==> src/rtl/qrng_word_source.sv <==
// Von Neumann debiased entropy word source: pairs raw noise bits, packs words,
// drops warm-up words, and queues them in a FWFT FIFO with starvation/overflow flags.
module qrng_word_source #(
    parameter int WORD_W        = 64,
    parameter int FIFO_DEPTH    = 4,
    parameter int DISCARD_WORDS = 2,
    parameter int STARVE_CYCLES = 1024
) (
    input  logic                               clk,
    input  logic                               reset_n,
    input  logic                               raw_bit,
    input  logic                               raw_valid,
    output logic [WORD_W-1:0]                  entropy_data,
    output logic                               entropy_valid,
    input  logic                               entropy_ready,
    output logic [$clog2(FIFO_DEPTH+1)-1:0]    fifo_level,
    output logic                               warm,
    output logic                               overflow,
    output logic                               starved
);
    localparam int LVL_W = $clog2(FIFO_DEPTH + 1);
    localparam int PTR_W = $clog2(FIFO_DEPTH);
    localparam int CNT_W = $clog2(WORD_W);
    localparam int DSC_W = $clog2(DISCARD_WORDS + 2);
    localparam int STV_W = $clog2(STARVE_CYCLES + 1);

    localparam logic [CNT_W-1:0] LAST_BIT   = CNT_W'(WORD_W - 1);
    localparam logic [DSC_W-1:0] DSC_TARGET = DSC_W'(DISCARD_WORDS);
    localparam logic [STV_W-1:0] STV_MAX    = STV_W'(STARVE_CYCLES);
    localparam logic [LVL_W-1:0] LVL_FULL   = LVL_W'(FIFO_DEPTH);

    logic                pair_have_q, pair_have_d;
    logic                pair_bit_q,  pair_bit_d;
    logic [WORD_W-2:0]   sreg_q,      sreg_d;
    logic [CNT_W-1:0]    bit_cnt_q,   bit_cnt_d;
    logic [DSC_W-1:0]    discard_cnt_q, discard_cnt_d;
    logic                warm_q,      warm_d;
    logic                overflow_q,  overflow_d;
    logic [STV_W-1:0]    starve_cnt_q, starve_cnt_d;
    logic [PTR_W-1:0]    wr_ptr_q,    wr_ptr_d;
    logic [PTR_W-1:0]    rd_ptr_q,    rd_ptr_d;
    logic [LVL_W-1:0]    level_q,     level_d;
    logic [WORD_W-1:0]   mem_q [FIFO_DEPTH];
    logic [WORD_W-1:0]   mem_d [FIFO_DEPTH];

    logic                bit_acc;
    logic                word_done;
    logic                push;
    logic                push_ok;
    logic                pop;
    logic [WORD_W-1:0]   word;

    always_comb begin
        pair_have_d   = pair_have_q;
        pair_bit_d    = pair_bit_q;
        sreg_d        = sreg_q;
        bit_cnt_d     = bit_cnt_q;
        discard_cnt_d = discard_cnt_q;
        overflow_d    = overflow_q;
        starve_cnt_d  = starve_cnt_q;
        wr_ptr_d      = wr_ptr_q;
        rd_ptr_d      = rd_ptr_q;
        mem_d         = mem_q;
        bit_acc       = 1'b0;
        word_done     = 1'b0;
        push          = 1'b0;
        push_ok       = 1'b0;
        word          = {sreg_q, pair_bit_q};

        // A differing pair emits its first bit, which is still held in pair_bit_q.
        if (raw_valid) begin
            if (!pair_have_q) begin
                pair_have_d = 1'b1;
                pair_bit_d  = raw_bit;
            end else begin
                pair_have_d = 1'b0;
                bit_acc     = (pair_bit_q != raw_bit);
            end
        end

        if (bit_acc) begin
            sreg_d = word[WORD_W-2:0];
            if (bit_cnt_q == LAST_BIT) begin
                bit_cnt_d = '0;
                word_done = 1'b1;
            end else begin
                bit_cnt_d = bit_cnt_q + CNT_W'(1);
            end
        end

        if (word_done) begin
            if (discard_cnt_q < DSC_TARGET) discard_cnt_d = discard_cnt_q + DSC_W'(1);
            else                            push = 1'b1;
        end
        warm_d = (discard_cnt_d == DSC_TARGET);

        pop = (level_q != '0) && entropy_ready;
        if (push) begin
            if ((level_q != LVL_FULL) || pop) begin
                mem_d[wr_ptr_q] = word;
                wr_ptr_d        = wr_ptr_q + PTR_W'(1);
                push_ok         = 1'b1;
            end else begin
                overflow_d = 1'b1;
            end
        end
        if (pop) rd_ptr_d = rd_ptr_q + PTR_W'(1);
        level_d = level_q + LVL_W'(push_ok) - LVL_W'(pop);

        if (bit_acc)                    starve_cnt_d = '0;
        else if (starve_cnt_q != STV_MAX) starve_cnt_d = starve_cnt_q + STV_W'(1);
    end

    always_ff @(posedge clk) begin
        if (!reset_n) begin
            pair_have_q   <= 1'b0;
            pair_bit_q    <= 1'b0;
            sreg_q        <= '0;
            bit_cnt_q     <= '0;
            discard_cnt_q <= '0;
            warm_q        <= 1'b0;
            overflow_q    <= 1'b0;
            starve_cnt_q  <= '0;
            wr_ptr_q      <= '0;
            rd_ptr_q      <= '0;
            level_q       <= '0;
        end else begin
            pair_have_q   <= pair_have_d;
            pair_bit_q    <= pair_bit_d;
            sreg_q        <= sreg_d;
            bit_cnt_q     <= bit_cnt_d;
            discard_cnt_q <= discard_cnt_d;
            warm_q        <= warm_d;
            overflow_q    <= overflow_d;
            starve_cnt_q  <= starve_cnt_d;
            wr_ptr_q      <= wr_ptr_d;
            rd_ptr_q      <= rd_ptr_d;
            level_q       <= level_d;
        end
    end

    // Storage needs no reset: the output is gated by the level.
    always_ff @(posedge clk) begin
        mem_q <= mem_d;
    end

    assign entropy_valid = (level_q != '0);
    assign entropy_data  = entropy_valid ? mem_q[rd_ptr_q] : '0;
    assign fifo_level    = level_q;
    assign warm          = warm_q;
    assign overflow      = overflow_q;
    assign starved       = (starve_cnt_q == STV_MAX);

endmodule

==> config.mk <==
export PLATFORM = sky130hd
export DESIGN_NAME = qrng_word_source
export DESIGN_NICKNAME = d
export VERILOG_FILES = /design/src/rtl/qrng_word_source.sv
export SDC_FILE = /design/constraint.sdc
export NUM_CORES = 1
export LEC_CHECK = 0
export CORE_ASPECT_RATIO = 0.8
export CORE_UTILIZATION = 35
export DETAILED_ROUTE_END_ITERATION = 10
export GPL_ROUTABILITY_DRIVEN = 0
export HOLD_SLACK_MARGIN = 0.02
export PLACE_DENSITY = 0.6
export SETUP_SLACK_MARGIN = 0.1
export SYNTH_ARGS = -nofsm -noshare
export SYNTH_HDL_FRONTEND = slang
export SYNTH_SLANG_ARGS = --single-unit
==> constraint.sdc <==
create_clock -name clk -period 3.7 [get_ports clk]
set_input_delay 0.74 -clock clk [delete_from_list [all_inputs] [get_ports clk]]
set_output_delay 0.74 -clock clk [all_outputs]
set_load 0.005 [all_outputs]
==> impl_metrics.py <==
metrics = {
    "synth": {
        "syn_area_per_cell_um2": 16.1,
        "yosys.area.top_type": "edfxtp_1",
        "netlist_area_um2": 13400,
        "syn-num-nets": 851,
        "ys_warn_count": 0,
        "yosysTopAreaCellShare_pct": 57.2,
        "syn_inst": 835,
        "ys_ff_latch": 349,
        "yosys-top-cells-area": "edfxtp_1, dfxtp_1, mux4_2, nand2_1, and2_1",
        "synth_cell_type_count": 41,
        "synth_top_flop_cell": "edfxtp_1",
        "synth-seq-area-share_pct": 71.1,
        "synth_edf_count": 256,
        "async_reset_ff_share_pct": 0,
    },
    "placement": {
        "dpl.hpwl_um": 14400,
        "portBuffers": 75,
        "dp.cells": 1374,
    },
    "timing": {
        "fin_crit_ns": 3.39,
        "rsz0062_at_grt": "no",
        "worst-slew-pin-transition_ns": 0.698,
        "setup_tns_ns": 0,
        "fin_crit_sh_pct": 91.6,
        "skew_ns": 0.0226,
        "timing_hold_violations_final": 0,
        "drv_slew": 0,
        "fmax_mhz": 295,
        "max_slew_margin_pct": 53.5,
        "setup_viol": 0,
    },
    "clock_network": {
        "ctsResizeCount": 0,
        "clock_latency_ns": 0.52,
        "clock_sinks": 349,
        "cts_buffer_depth": 3,
        "cts_hold_buf": 0,
        "h-tree-depth": 2,
        "cts_tree": "built",
        "cts_buffers": 35,
        "clk_pin_slew_ns": 0.06,
        "post_cts_buffers": 0,
        "clockRootBuffer": "clkbuf_16",
    },
    "critical_path": {
        "worst_ep_arrival_time_ns": 2.65,
        "crit_type": "reg2out",
        "crit_fanout": 39,
        "reg2reg_depth": 10,
        "regToRegSetupSlack_ns": 0.82,
        "required_ns": 2.96,
        "startpoint_type": "flop",
        "end_kind": "output port",
        "crit_path_end": "entropy_data[25]",
        "worstSetupStartpoint": "fifo_level[1]",
        "r2r_start": "fifo_level[1]",
        "r2r-end": "fifo_level[2]",
    },
    "route": {
        "antenna_left": 0,
        "wl_met1_um": 11900,
        "wl_met2_um": 11800,
        "wire_per_inst_um": 17.7,
        "wirelength_um": 25400,
        "met3_length_um": 1260,
        "vias_per_cell": 4.80,
        "highest_layer": "met4",
        "drc": 0,
        "dr.pass1.iters": 5,
        "dr_total_vias": 6906,
        "drtIter0Drc": 378,
    },
    "pwr": {
        "intPower_uw": 6500,
        "p_leak_uw": 0.00568,
        "peakVddDrop_mv": 0.272,
        "pwr-share-comb_pct": 1.0,
        "clockPowerShare_pct": 47.1,
        "switchingPower_uw": 1510,
        "switching_share_pct": 18.9,
        "pwr-share-seq_pct": 51.9,
        "pwr_density_cell_nw_per_um2": 495,
    },
    "floorplanning": {
        "die_area_um2": 39200,
        "die_w_um": 221,
        "start_util_pct": 35.9,
        "ios": 76,
        "coreArea_um2": 37400,
        "core.rowCount": 63,
        "chipHeight_um": 177,
    },
    "global_routing": {
        "grt_antenna_before_repair": 0,
        "grt_max_degree": 69,
        "grt_overflow_total": 0,
        "grt_pass1_wl_um": 40400,
        "grtUsageTotal_pct": 13.3,
        "grt_pass1_vias": 7213,
    },
    "worst_hold_path": {
        "holdPathStages": 2,
        "min_path_type": "reg2reg",
    },
    "cells_and_area": {
        "syn2layout_area_growth_pct": 20.4,
        "diodes": 0,
        "final_cell_mix": "edfxtp_1, nand2_1, dfxtp_1",
        "final_common_cell": "edfxtp_1",
        "stdcell_count": 1438,
        "layout-drive-gt1-share_pct": 16.5,
        "layout.nets": 940,
    },
    "flow_run": {
        "drv_cap": 0,
    },
    "outcome": {
        "status": "finished, final reports clean",
    },
}
-- per-stage QoR --
stage | area, µm² | hold WS, ns | total power [µW] | util, % | setup slack [ns]
2_1_floorplan | 13400 | 0.460 | 4290 | - | 0.279
3_3_place_gp | 14900 | 0.481 | 4320 | 39.8 | 0.356
3_5_place_dp | 14900 | 0.485 | 4320 | 39.8 | 0.307
4_1_cts | 16200 | 0.493 | 8120 | 43.2 | 0.214
5_1_grt | 16200 | 0.514 | 8260 | 43.2 | 0.142
6_report | 16200 | 0.490 | 8010 | 43.2 | 0.310
-- kinds of logic (layout without fill, tap and decap cells) --
kind of cell | count (synthesis) | in the layout | share of synthesized area, %
compound gates | 73 | 73 | 4.06
xor+xnor | 19 | 19 | 1.38
fa+ha+maj | 11 | 11 | 1.08
buf+inv | 53 | 169 | 1.63
flops | 349 | 349 | 71.1
mux | 67 | 67 | 10.9
simple gates | 263 | 263 | 9.84
-- worst min-delay path by stage --
stage / from / to
after CTS: bit_cnt_q[1] / bit_cnt_q[1]
final: bit_cnt_q[1] / bit_cnt_q[1]
after global routing: bit_cnt_q[1] / bit_cnt_q[1]
after global placement: bit_cnt_q[1] / bit_cnt_q[1]
after detailed placement: bit_cnt_q[1] / bit_cnt_q[1]
after floorplan: sreg_q[62] / mem_q[127]
-- cells in the mapped netlist, types with 2 or more instances --
library cell    n
edfxtp_1      256
nor2b_1         8
mux4_2         64
o211a_1         2
nand2_1       133
nor3b_1         4
a21boi_0       50
a21boi_1       14
ha_1           10
nor4_1          3
xor2_1          9
buf_1           3
nor3_1          2
dfxtp_1        93
and2_1         75
and3_1          2
nand4_1         7
xnor2_1         9
nand3_1         7
clkbuf_1       24
buf_2          16
o21ai_0         2
mux2i_1         3
o21a_1          2
inv_1          10
nor2_1         12
-- cell type report --
class	count	area, µm²
fillers	3295	21300
flip-flops and latches	349	9560
multi-input cells	433	3680
clock buffers	48	1040
repair buffers	95	1030
well taps	487	609
clock inverters	16	229
inverters	10	37.5
-- per-layer routing --
layer,GRT usage [%],vias up
met3,3.25,35
met1,17.7,3489
met4,3.44,0
li1,-,3268
met2,21.8,114
met5,0,-
-- worst max-delay path, cell delays in order, from the launching register on --
cell and delay, ns:
dfxtp_1 0.36, or3_2 0.79, buf_4 0.34, and2_1 0.18
clkdlybuf4s50_1 0.44
-- registers in the layout (all words and copies together) (netlist names) --
name,cells
rd_ptr_q,2
mem_q,256
warm,1
fifo_level,3
bit_cnt_q,6
overflow,1
starve_cnt_q,11
wr_ptr_q,2
pair_have_q,1
pair_bit_q,1
discard_cnt_q,2
sreg_q,63
-- power by group through the flow --
stage | logic, µW | clock network [µW] | registers, µW
global route | 85.2 | 4020 | 4150
detailed placement | 79.4 | 0 | 4240
floorplan | 54.4 | 0 | 4240
CTS | 79.4 | 3880 | 4160
global placement | 77.9 | 0 | 4240
finish | 77.3 | 3780 | 4160
(Power assumes the default switching activity.)
